## src/rtl/alu_issue_stage.sv

```systemverilog
// alu_issue_stage: registered issue stage between decode and the ALU.
// Decodes ALUOp/funct into a 4-bit ALU control code, selects operand B and
// buffers up to two operations in order. The head entry lives in dedicated
// output registers, so the outputs hold their last value when the stage is
// empty. in_ready is derived only from the registered count.
module alu_issue_stage #(
  parameter int DEPTH = 2,
  parameter int CNT_W = 16
) (
  input  logic             clk,
  input  logic             rst_n,
  input  logic             in_valid,
  output logic             in_ready,
  input  logic [1:0]       in_alu_op,
  input  logic [2:0]       in_funct3,
  input  logic             in_funct7_5,
  input  logic             in_op_5,
  input  logic             in_alu_src,
  input  logic [31:0]      in_rs1_data,
  input  logic [31:0]      in_rs2_data,
  input  logic [31:0]      in_imm,
  input  logic             flush,
  output logic             out_valid,
  input  logic             out_ready,
  output logic [31:0]      out_a,
  output logic [31:0]      out_b,
  output logic [3:0]       out_alu_ctrl,
  output logic             out_illegal,
  output logic [CNT_W-1:0] illegal_count
);

  localparam logic [3:0] CTRL_AND     = 4'b0000;
  localparam logic [3:0] CTRL_OR      = 4'b0001;
  localparam logic [3:0] CTRL_ADD     = 4'b0010;
  localparam logic [3:0] CTRL_SUB     = 4'b0110;
  localparam logic [3:0] CTRL_ILLEGAL = 4'b1111;

  localparam logic [1:0]       FULL    = 2'(DEPTH);
  localparam logic [CNT_W-1:0] CNT_MAX = {CNT_W{1'b1}};
  localparam logic [CNT_W-1:0] CNT_ONE = {{(CNT_W-1){1'b0}}, 1'b1};

  typedef struct packed {
    logic [31:0] a;
    logic [31:0] b;
    logic [3:0]  ctrl;
    logic        ill;
  } entry_t;

  // Translate ALUOp/funct fields into the ALU control code.
  function automatic logic [3:0] decode_ctrl(input logic [1:0] alu_op,
                                             input logic [2:0] funct3,
                                             input logic       op_5,
                                             input logic       funct7_5);
    logic [3:0] ctrl;
    ctrl = CTRL_ILLEGAL;
    case (alu_op)
      2'b00: ctrl = CTRL_ADD;
      2'b01: ctrl = CTRL_SUB;
      2'b10: begin
        case (funct3)
          3'b000:  ctrl = (op_5 & funct7_5) ? CTRL_SUB : CTRL_ADD;
          3'b111:  ctrl = CTRL_AND;
          3'b110:  ctrl = CTRL_OR;
          default: ctrl = CTRL_ILLEGAL;
        endcase
      end
      default: ctrl = CTRL_ILLEGAL;
    endcase
    return ctrl;
  endfunction

  logic [1:0]       count_q, count_d;
  entry_t           head_q, head_d;
  entry_t           tail_q, tail_d;
  logic [CNT_W-1:0] ill_cnt_q, ill_cnt_d;
  entry_t           new_entry;
  logic             push;
  logic             pop;

  assign in_ready      = (count_q != FULL);
  assign out_valid     = (count_q != 2'd0);
  assign out_a         = head_q.a;
  assign out_b         = head_q.b;
  assign out_alu_ctrl  = head_q.ctrl;
  assign out_illegal   = head_q.ill;
  assign illegal_count = ill_cnt_q;

  // Decode the incoming operation and compute the next buffer/counter state.
  always_comb begin
    push           = in_valid & in_ready & ~flush;
    pop            = out_valid & out_ready & ~flush;
    new_entry.a    = in_rs1_data;
    new_entry.b    = in_alu_src ? in_imm : in_rs2_data;
    new_entry.ctrl = decode_ctrl(in_alu_op, in_funct3, in_op_5, in_funct7_5);
    new_entry.ill  = (new_entry.ctrl == CTRL_ILLEGAL);
    count_d        = count_q;
    head_d         = head_q;
    tail_d         = tail_q;
    ill_cnt_d      = ill_cnt_q;

    if (flush) begin
      count_d = 2'd0;
    end else begin
      case ({push, pop})
        2'b10: begin
          if (count_q == 2'd0) head_d = new_entry;
          else                 tail_d = new_entry;
          count_d = count_q + 2'd1;
        end
        2'b01: begin
          // Second entry moves up to the head; an emptied stage keeps its head.
          if (count_q == FULL) head_d = tail_q;
          count_d = count_q - 2'd1;
        end
        2'b11: begin
          // Only reachable with one entry: the new operation replaces the head.
          if (count_q == FULL) begin
            head_d = tail_q;
            tail_d = new_entry;
          end else begin
            head_d = new_entry;
          end
        end
        default: ;
      endcase
    end

    if (push && new_entry.ill && (ill_cnt_q != CNT_MAX)) begin
      ill_cnt_d = ill_cnt_q + CNT_ONE;
    end
  end

  // Buffer, output and counter registers with asynchronous reset.
  always_ff @(posedge clk or negedge rst_n) begin
    if (!rst_n) begin
      count_q   <= 2'd0;
      head_q    <= '0;
      tail_q    <= '0;
      ill_cnt_q <= '0;
    end else begin
      count_q   <= count_d;
      head_q    <= head_d;
      tail_q    <= tail_d;
      ill_cnt_q <= ill_cnt_d;
    end
  end

endmodule

```

## config.mk

```make
export PLATFORM = sky130hd
export DESIGN_NAME = alu_issue_stage
export DESIGN_NICKNAME = d
export VERILOG_FILES = /design/src/rtl/alu_issue_stage.sv
export SDC_FILE = /design/constraint.sdc
export NUM_CORES = 1
export LEC_CHECK = 0
export CAP_MARGIN = 20
export CORE_MARGIN = 3
export CORE_UTILIZATION = 60
export CTS_BUF_LIST = sky130_fd_sc_hd__clkbuf_2
export DETAILED_ROUTE_END_ITERATION = 10
export DONT_BUFFER_PORTS = 1
export GPL_TIMING_DRIVEN = 0
export PLACE_DENSITY_LB_ADDON = 0.2
export SYNTH_ARGS = -nofsm -noshare
export SYNTH_HDL_FRONTEND = slang
export SYNTH_SLANG_ARGS = --single-unit
```

## constraint.sdc

```tcl
create_clock -name clk -period 3.65 [get_ports clk]
set_input_delay 0.5475 -clock clk [delete_from_list [all_inputs] [get_ports clk]]
set_output_delay 0.5475 -clock clk [all_outputs]
set_load 0.005 [all_outputs]
```

---- Word level (Yosys, flattened, before mapping) ----
Cells that the tools add are included.
storage, ports and cells
  register bits after elaboration ......... 156
  latch bits .............................. 0
  bits in writable memories ............... 0
  memory bits (read-only) ................. 0
  input port bits ......................... 109
  output and inout bits ................... 87
  logic and storage cells ................. 58
  memories ................................ 0
cells by class
  $add $sub $neg .......................... 3
  $mul .................................... 0
  div/mod/pow operators ................... 0
  order comparisons ....................... 0
  eq/ne operators ......................... 15
  shift-type cells ........................ 0
  mux-type cells .......................... 13
  bitwise logic cells ..................... 6
  reductions and logical operators ........ 11
operators with widths
  cell                   number
  $mux 69                5
  $pmux 69 s3            1
  $pmux 69 s2            1
  $mux 32                1
  $pmux 4 s3             2
  $add 16x1->16 const B  1
  $ne 16x16->1 const B   1
  $ne 2x2->1 const B     5
  $eq 2x2->1 const B     4
  $reduce_and 4->1       2
  $eq 3x3->1 const B     2
  $reduce_bool 3->1      2
  $and 1x1->1            5
  $eq 2x1->1 const B     2
  $eq 4x4->1 const B     1
  $logic_not 2->1        2
  $pmux 2 s2             1
  $reduce_bool 2->1      2
  $logic_not 3->1        1
  $mux 3                 1
  $add 2x1->2 const B    1
  $logic_and 1x1->1      2
  $mux 2                 1
  $sub 2x1->2 const B    1
  $not 1->1              1

---- Depth between registers and ports, before layout ----
Gate-level depths: netlist of the first run.
  depth after elaboration ................. 7
  mapped depth ............................ 8
  gate-level depth less buffers ........... 6

---- Worst setup path after synthesis of the first run ----
No wires, ideal clock.
  path kind ............................... input -> register
  from .................................... input port in_alu_op[0]
  to ...................................... register ill_cnt_q[1], in the netlist illegal_count[1]
  library setup time ...................... 125 ps
  arrival time ............................ 1679 ps
  required time ........................... 3525 ps
  path slack .............................. 1846 ps
  stages on the path ...................... 4
  path buffers ............................ 0
  path through ............................ or4_1 -> o211a_2 -> and3_4 -> mux2_4
between the ends
  longest elaborated chain between the ends .. 5
  elaborated cells on any way between the ends .. 7
  classes of those cells .................. 3 x eq/ne; 1 x mux; 3 x reduce/logical
RTL lines
  element                             line  text
  start, declared                     14    input logic [1:0] in_alu_op,
  $eq 2x2->1 (tied with other cells)  56    case (alu_op)
  $pmux 4 s3 *                        56
  $eq 4x4->1 *                        95    new_entry.ill = (new_entry.ctrl == CTRL_ILLEGAL);
  $logic_and 1x1->1 * (2 in a row)    128   if (push && new_entry.ill && (ill_cnt_q != CNT_MAX)) begin
  end signal, assigned                144   ill_cnt_q <= ill_cnt_d;
  end, declared                       75    logic [CNT_W-1:0] ill_cnt_q, ill_cnt_d;
Every way passes the cells marked *; elsewhere a longest branch is shown, timed or not.
A chain may end at the register's enable or synchronous reset.

---- Final worst setup path of the first run ----
  from .................................... register count_q[1]
  to ...................................... register head_q (netlist bit out_a[5])
between the ends
  longest elaborated chain between the ends .. 6
  elaborated cells on any way between the ends .. 17
  classes of those cells .................. 7 x eq/ne; 2 x mux; 4 x bitwise; 4 x reduce/logical
RTL lines
  element                                                           line    text
  start, declared                                                   72      logic [1:0] count_q, count_d;
  start signal, assigned                                            141     count_q <= count_d;
  $ne 2x2->1 or $reduce_bool 2->1 (tied branches)                   80, 81
  $and 1x1->1 (on tied branches) (2 in a row)                       90, 91
  $eq 2x1->1 or $eq 2x2->1 (tied branches)                          104     case ({push, pop})
  $ne 2x2->1 (no source line) or $reduce_bool 3->1 (tied branches)  n/a
  $reduce_and 4->1 (no source line)                                 n/a
  end signal, assigned                                              137     head_q <= '0;
  end signal, assigned                                              142     head_q <= head_d;
  end, declared                                                     73      entry_t head_q, head_d;
Several ways; a longest one is shown, not always the timed one.

==> flow_summary.json, run 1 <==
{
  "outcome": "finished, violations left",
  "violations": "negative hold slack",
  "tns_ns": 0,
  "synth_nets": 845,
  "synthesis.area_sq_um": 7000,
  "core_sq_um": 11100,
  "fin_crit_sh_pct": 56.3,
  "synth_warnings": 0,
  "fin_util_pct": 70.0,
  "via_per_inst": 5.85,
  "root_buffer": "clkbuf_2",
  "maxSlewHeadroom_pct": 50.1,
  "wl_per_cell_um": 18.3,
  "die_x_um": 114,
  "slowest_stage": "dfrtp_1",
  "netlist_instances": 735,
  "leakagePower_nw": 3.69,
  "critPathTopFamily": "buffers and inverters",
  "final_cell_mix": "209 x nand2_1, 156 x dfrtp_1, 85 x o21ai_1, 65 x mux2i_1, 44 x dlygate4sd3_1",
  "htreeDepth": 4,
  "final_common_cell": "nand2_1",
  "setup_violations": 0,
  "ir_drop_v": 0.000321,
  "synth-edff-count": 0,
  "cap_violations": 0,
  "rows": 38,
  "drive_gt1_share_pct": 6.69,
  "path_cells": "mux2i_1 > o21ai_1 > nand2b_1 > buf_2 > buf_2 > clkbuf_1 > nand2_1 > o21ai_1",
  "max_slew.worst_pin.slew_ns": 0.749,
  "drv_slew": 0,
  "grt_max_degree": 157,
  "grt_pass1_vias": 5551,
  "worstSetupPathType": "flop to flop",
  "cts_buffers": 17,
  "synth_cell_type_count": 46,
  "clockBufferDepth": 2,
  "clk_pin_slew_ns": 0.19,
  "holdWs_ns": -0.488,
  "max_stage_delay_ns": 0.46,
  "synthToLayoutAreaGrowth_pct": 11.1,
  "antenna_found_initial": 0,
  "cts_setup_buffers": 0,
  "critPathLaunchType": "flop",
  "ios": 196,
  "cts_tree": "done",
  "die_area_sq_um": 13000,
  "cp.required_ns": 4.29,
  "crit_path_end_kind": "flop",
  "num-nets-final": 908,
  "power_density_nw_per_um2": 485,
  "insertion_delay_ns": 0.70,
  "synth_top_flop_cell": "dfrtp_1",
  "hold_class": "input pin to asynchronous set/reset pin",
  "first_iter_violations": 372,
  "cts_resized": 0,
  "die_h_um": 114,
  "wl_um": 17300,
  "grt_pass1_wl_um": 27700,
  "grtUsageTotal_pct": 27.3,
  "ys_ff_latch": 156,
  "port_buffers": 0,
  "clock_sinks": 156,
  "diodes": 0,
  "fin_crit_ns": 2.05,
  "cp.buffers_inverters": 3,
  "fillCellCount": 878,
  "async_flop_share_pct": 100,
  "place_area_sq_um": 7180,
  "ctsHoldBuffers": 44,
  "drcViolationCount": 0,
  "rsz0062_at_grt": "false",
  "fin_cells": 947,
  "gp_congestion": 0.824,
  "arrival_ns": 2.69,
  "hold_violations": 156,
  "antenna_left": 0,
  "ys_seq_area_share_pct": 55.7,
  "initial_core_util_pct": 63.0,
  "fin_skew_ns": 0.0310,
  "drtPass1Iterations": 6,
  "critPathMaxFanout": 10,
  "via_count": 5537,
  "place_inst": 875,
  "dp_hpwl_um": 11800,
  "avgSynthCellArea_sq_um": 9.53,
  "fin_area_sq_um": 7780,
  "grt_overflow": 0,
  "max_freq_mhz": 487
}
==> power by group <==
group          total, mW  internal, mW  switching [mW]  leakage, nW
registers           2.37          2.09           0.287         1.97
logic              0.613         0.275           0.338         1.60
clock network      0.786         0.241           0.544        0.121
==> sequential cells by signal, indices dropped and copies added (netlist names) <==
signal / cells
out_illegal: 1
out_alu_ctrl: 4
out_a: 32
illegal_count: 16
tail_q: 69
out_b: 32
count_q: 2
==> Yosys cell counts (all sizes together) (6+ instances only) <==
master,number,area (sq um)
nand2,209,785
dfrtp,156,3900
o21ai,107,536
mux2i,65,651
nor2,42,158
a21oi,40,204
clkbuf,27,101
buf,20,119
nand3,10,62.6
xor2,7,61.3
and4,6,55.1
xnor2,6,52.6
==> final timing paths <==
| kind | start | end | slack, ns | cells after the start |
|---|---|---|---|---|
| worst max-delay path | count_q[1]$_DFFE_PN0P_ | out_a[5]$_DFFE_PN0P_ | 1.60 | 8 |
| worst min-delay path | rst_n | out_b[26]$_DFFE_PN0P_ | -0.49 | 0 |
| worst max register to register | count_q[1]$_DFFE_PN0P_ | out_a[5]$_DFFE_PN0P_ | 1.60 | 8 |
| worst min register to register | tail_q[44]$_DFFE_PN0P_ | tail_q[44]$_DFFE_PN0P_ | 0.50 | 2 |
| max in group asynchronous | rst_n | tail_q[15]$_DFFE_PN0P_ | 3.95 | 0 |
| min in group clk | in_rs2_data[27] | tail_q[32]$_DFFE_PN0P_ | 0.07 | 2 |
==> cell type report <==
class,instances,area (sq um),share of cell area [%]
Sequential cell,156,3900,50.2
Clock buffer,23,115,1.48
Tap cell,140,175,2.25
Inverter,2,7.51,0.0965
Multi-Input combinational cell,530,2870,36.9
Buffer,47,220,2.83
Clock inverter,5,47.5,0.611
Timing Repair Buffer,44,440,5.66
==> metal layers <==
layer  vias to the layer above  GRT usage (%)  wire length [um]
met1                      2687           33.7              6880
met4                         0           10.2               393
li1                       2593              -                 -
met2                       224           44.8              8630
met3                        33           9.12              1440
met5                         -              0                 0
==> per-stage QoR <==
stage | setup slack (ns) | total power, mW
finish | 1.60 | 3.77
global route | 1.43 | 4.00
CTS | 1.56 | 3.78
detailed placement | 1.44 | 2.97
global placement | 1.52 | 2.91
floorplan | 1.85 | 2.77
==> kinds of logic (layout without fill, tap and decap cells) <==
family / count (synthesis) / after routing / synth area share [%]
simple gates: 296 / 296 / 18.3
flops: 156 / 156 / 55.7
compound gates: 152 / 152 / 11.1
mux: 68 / 68 / 9.82
buf+inv: 49 / 121 / 3.25
xor+xnor: 13 / 13 / 1.63
fa+ha+maj: 1 / 1 / 0.179
No activity file was read; power rests on OpenSTA's default activity.
==> inputs of run 2 (changes only) <==
--- a/config.mk
+++ b/config.mk
@@ -7,7 +7,7 @@
 export LEC_CHECK = 0
 export CAP_MARGIN = 20
 export CORE_MARGIN = 3
-export CORE_UTILIZATION = 60
+export CORE_UTILIZATION = 59
 export CTS_BUF_LIST = sky130_fd_sc_hd__clkbuf_2
 export DETAILED_ROUTE_END_ITERATION = 10
 export DONT_BUFFER_PORTS = 1
==> constraint.sdc (replaced) <==
create_clock -name clk -period 1.8 [get_ports clk]
set_input_delay 0.27 -clock clk [delete_from_list [all_inputs] [get_ports clk]]
set_output_delay 0.27 -clock clk [all_outputs]
set_load 0.005 [all_outputs]
==> flow_summary.json, run 2 (synthesis gave the netlist of run 1 again) <==
{
  "core_sq_um": 11500,
  "max_freq_mhz": 548,
  "initial_core_util_pct": 60.8,
  "clockBufferDepth": 2,
  "drive_gt1_share_pct": 13.7,
  "critPathLaunchType": "input pin",
  "port_buffers": 0,
  "num-nets-final": 986,
  "gp_congestion": 0.815,
  "multiInputGateArea_sq_um": 3010,
  "die_area_sq_um": 13200,
  "power_density_nw_per_um2": 952,
  "final_common_cell": "nand2_1",
  "die_h_um": 115,
  "outcome": "finished, violations left",
  "ir_drop_v": 0.000812,
  "r2r_slack_ns": 0.02,
  "clk_pin_slew_ns": 0.22,
  "fin_skew_ns": 0.0223,
  "drtPass1Iterations": 5,
  "grt_overflow": 0,
  "holdWs_ns": -0.788,
  "hold_violations": 156,
  "setup_slack_ns": -0.0260,
  "antenna_found_initial": 0,
  "hold_class": "input pin to asynchronous set/reset pin",
  "htreeDepth": 4,
  "drv_slew": 0,
  "critPathMaxFanout": 2,
  "cap_violations": 0,
  "setup_violations": 1,
  "via_per_inst": 5.84,
  "synthToLayoutAreaGrowth_pct": 27.2,
  "fin_crit_ns": 1.83,
  "rsz0062_at_grt": "true",
  "max_slew.worst_pin.slew_ns": 0.791,
  "leakagePower_nw": 4.12,
  "grt_pass1_wl_um": 31100,
  "final_cell_mix": "207 x nand2_1, 149 x dfrtp_1, 115 x dlygate4sd3_1, 84 x o21ai_1, 62 x mux2i_1",
  "fin_area_sq_um": 8910,
  "grt_pass1_vias": 6172,
  "grtUsageTotal_pct": 30.2,
  "fin_util_pct": 77.3,
  "wl_um": 19900,
  "first_iter_violations": 471,
  "crit_path_end_kind": "flop",
  "wl_per_cell_um": 19.3,
  "die_x_um": 115,
  "largest_reg_flops": 69,
  "regArea_sq_um": 3910,
  "antenna_left": 0,
  "fillCellCount": 741,
  "arrival_ns": 2.46,
  "cts_buffers": 17,
  "fin_crit_sh_pct": 101,
  "place_area_sq_um": 7180,
  "largest-register": "tail_q",
  "dp_hpwl_um": 12000,
  "violations": "negative hold slack, negative setup slack",
  "maxSlewHeadroom_pct": 47.2,
  "ios": 196,
  "cts_tree": "done",
  "drcViolationCount": 0,
  "power.total_mw": 8.48,
  "root_buffer": "clkbuf_2",
  "cp.required_ns": 2.43,
  "clock_sinks": 156,
  "insertion_delay_ns": 0.72,
  "worstSetupPathType": "input pin to flop",
  "grt_max_degree": 157,
  "via_count": 6030,
  "rows": 39,
  "diodes": 0
}
[run 2: cell types whose count changed in the layout (fill, tap and decap cells not counted), sizes merged]
cell,change
buf,+14
bufinv,+3
clkbuf,-12
dlygate4sd3,+71
clkinv,+2
clkinvlp,+4
[run 2: critical path, cell delays in order]
cell and delay [ns]:
dlygate4sd3_1 0.56, a21o_1 0.17, dlygate4sd3_1 0.55, a31oi_1 0.25, dlygate4sd3_1 0.60, o21ai_1 0.06
[run 2: what timing repair did]
action | 4_1_cts | 5_1_grt
buffers inserted | 3 | 6
hold buffers | 114 | 1
gates resized for setup | 20 | 85
setup endpoints to repair | 108 | 121
endpoints found under the hold margin | 306 | 165
pin swaps | 4 | 7
[run 2: final timing paths]
| kind | endpoint | cells past startpoint | from |
|---|---|---|---|
| min in group clk | tail_q[66]$_DFFE_PN0P_ | 4 | out_ready |
| max in group asynchronous | illegal_count[4]$_DFFE_PN0P_ | 0 | rst_n |
| max | tail_q[3]$_DFFE_PN0P_ | 6 | in_funct7_5 |
| max reg2reg | out_alu_ctrl[3]$_DFFE_PN0P_ | 5 | count_q[1]$_DFFE_PN0P_ |
| min | out_b[14]$_DFFE_PN0P_ | 0 | rst_n |
| min reg2reg | tail_q[49]$_DFFE_PN0P_ | 2 | tail_q[49]$_DFFE_PN0P_ |
[run 2: power breakdown]
group / switching [mW] / internal (mW)
registers: 0.587 / 4.24
clock network: 1.24 / 0.893
logic: 0.774 / 0.741
[run 2: area by class of cell]
class                           count  area share (%)
Clock buffer                       18            1.01
Inverter                            2          0.0843
Sequential cell                   156            43.9
Clock inverter                     14            1.98
Multi-Input combinational cell    530            33.8
Buffer                             45            3.53
Tap cell                          143            2.01
Timing Repair Buffer              124            13.7
[run 2: per-stage QoR]
step	TNS, ns	instances	worst slack (ns)
after floorplan	0	735	0.183
after global placement	-8.12	878	-0.169
after detailed placement	-16.03	878	-0.333
after CTS	-0.0585	1026	-0.0185
after global routing	-0.143	1032	-0.0530
final	-0.0260	1032	-0.0260
[run 2: metal layers]
| layer | global-route usage, % | wire [um] | vias up | share of wire (%) |
|---|---|---|---|---|
| met5 | 0 | 0 | - | 0 |
| met4 | 12.0 | 644 | 0 | 3.2 |
| met3 | 9.37 | 1490 | 50 | 7.5 |
| met2 | 52.2 | 10200 | 237 | 51 |
| met1 | 35.2 | 7530 | 2976 | 38 |
| li1 | - | - | 2767 | - |
==> inputs of run 3 (changes only) <==
--- a/config.mk
+++ b/config.mk
@@ -11,7 +11,7 @@
 export CTS_BUF_LIST = sky130_fd_sc_hd__clkbuf_2
 export DETAILED_ROUTE_END_ITERATION = 10
 export DONT_BUFFER_PORTS = 1
-export GPL_TIMING_DRIVEN = 0
+export GPL_TIMING_DRIVEN = 1
 export PLACE_DENSITY_LB_ADDON = 0.2
 export SYNTH_ARGS = -nofsm -noshare
 export SYNTH_HDL_FRONTEND = slang
==> flow_summary.json, run 3 (synthesis gave the netlist of run 1 again) <==
{
  "outcome": "finished, violations left",
  "violations": "negative hold slack",
  "tns_ns": 0,
  "largest_reg_flops": 69,
  "critPathMaxFanout": 3,
  "grt_max_degree": 157,
  "clk_pin_slew_ns": 0.22,
  "drv_slew": 0,
  "wl_per_cell_um": 18.2,
  "rsz0062_at_grt": "true",
  "clock_sinks": 156,
  "critPathLaunchType": "flop",
  "hold_violations": 156,
  "dp_hpwl_um": 10200,
  "rr_startpoint": "count_q[0]$_DFFE_PN0P_",
  "rows": 39,
  "crit_path_end_kind": "output port",
  "die_h_um": 115,
  "leakagePower_nw": 4.12,
  "synthToLayoutAreaGrowth_pct": 25.2,
  "antenna_left": 0,
  "place_inst": 853,
  "clockBufferDepth": 2,
  "grt_overflow": 0,
  "htreeDepth": 4,
  "setup_violations": 0,
  "via_count": 5734,
  "worstSetupPathType": "flop to output port",
  "final_common_cell": "nand2_1",
  "cap_violations": 0,
  "max_freq_mhz": 558,
  "drive_gt1_share_pct": 9.84,
  "root_buffer": "clkbuf_2",
  "cp.required_ns": 1.53,
  "fin_skew_ns": 0.0229,
  "power_density_nw_per_um2": 928,
  "ios": 196,
  "grt_pass1_vias": 5777,
  "core_sq_um": 11500,
  "die_x_um": 115,
  "max_slew.worst_pin.slew_ns": 0.440,
  "die_area_sq_um": 13200,
  "insertion_delay_ns": 0.68,
  "grt_pass1_wl_um": 27900,
  "cp-startpoint": "count_q[0]$_DFFE_PN0P_",
  "via_per_inst": 5.69,
  "gp_congestion": 0.833,
  "fin_crit_ns": 1.79,
  "hold_class": "input pin to asynchronous set/reset pin",
  "num-nets-final": 961,
  "cts_tree": "done",
  "wl_um": 18300,
  "cts_buffers": 17,
  "fin_crit_sh_pct": 99.6,
  "place_area_sq_um": 7210,
  "largest-register": "tail_q",
  "antenna_found_initial": 1,
  "drtPass1Iterations": 5,
  "grtUsageTotal_pct": 26.7,
  "initial_core_util_pct": 60.8,
  "fin_cells": 1008,
  "port_buffers": 0,
  "drcViolationCount": 0,
  "ir_drop_v": 0.000547,
  "fin_util_pct": 76.1,
  "holdWs_ns": -0.751,
  "first_iter_violations": 506,
  "arrival_ns": 1.52,
  "maxSlewHeadroom_pct": 70.7,
  "fin_area_sq_um": 8770,
  "final_cell_mix": "209 x nand2_1, 156 x dfrtp_1, 108 x dlygate4sd3_1, 85 x o21ai_1, 63 x mux2i_1",
  "fillCellCount": 773
}
run 3: changes by cell type in the layout (fill, tap and decap cells not counted), sizes merged:
cell         change
clkbuf          -16
buf              -2
clkinv           +4
clkinvlp         -2
diode            +1
dlygate4sd3      -7
bufinv           -2
run 3: stage by stage:
step                hold WS [ns]  power, mW  worst slack (ns)
floorplan                -0.0256       5.61             0.183
finish                    -0.751       8.13           0.00645
global placement         -0.0224       5.90            0.0958
detailed placement       -0.0224       6.01            0.0119
CTS                       -0.849       8.06           -0.0568
global route              -0.904       8.65            -0.123
run 3: cell type report:
| class | count | area, sq um | area share [%] |
|---|---|---|---|
| Inverter | 2 | 7.51 | 0.0856 |
| Clock inverter | 14 | 129 | 1.47 |
| Clock buffer | 18 | 90.1 | 1.03 |
| Multi-Input combinational cell | 530 | 2930 | 33.4 |
| Timing Repair Buffer | 144 | 1530 | 17.5 |
| Antenna cell | 1 | 2.50 | 0.0285 |
| Sequential cell | 156 | 3900 | 44.5 |
| Tap cell | 143 | 179 | 2.04 |
run 3: final timing paths:
kind | endpoint | slack [ns] | cells after the start
setup / recovery | out_valid | 0.006 | 2
hold / removal | out_b[19]$_DFFE_PN0P_ | -0.75 | 0
setup reg to reg | illegal_count[15]$_DFFE_PN0P_ | 0.02 | 6
hold reg to reg | tail_q[44]$_DFFE_PN0P_ | 0.51 | 2
max in group asynchronous | tail_q[16]$_DFFE_PN0P_ | 2.28 | 0
min in group clk | out_alu_ctrl[0]$_DFFE_PN0P_ | 0.10 | 3
run 3: power by group:
| group | internal (mW) | switching, mW | total, mW |
|---|---|---|---|
| sequential | 4.23 | 0.535 | 4.77 |
| combinational | 0.781 | 0.764 | 1.55 |
| clock | 0.617 | 1.20 | 1.82 |
| total | 5.63 | 2.50 | 8.13 |
run 3: critical path, cell delays in order (launching register included):
cell     delay [ns]
dfrtp_1        0.45
or2_1          0.25
buf_6          0.14
run 3: what timing repair did:
item	CTS	global route
hold buffers	108	1
setup endpoints to repair	2	64
hold endpoints to repair	306	157
gates cloned	0	4
setup buffers	3	7
resized for setup	4	12
pin swaps	1	5
run 3: routing by layer:
metal	part of all wire, %	global-route usage (%)	vias to the layer above
met4	2.6	10.9	0
met2	50	45.2	247
li1	-	-	2711
met1	40	31.4	2733
met5	0	0	-
met3	7.6	8.74	43
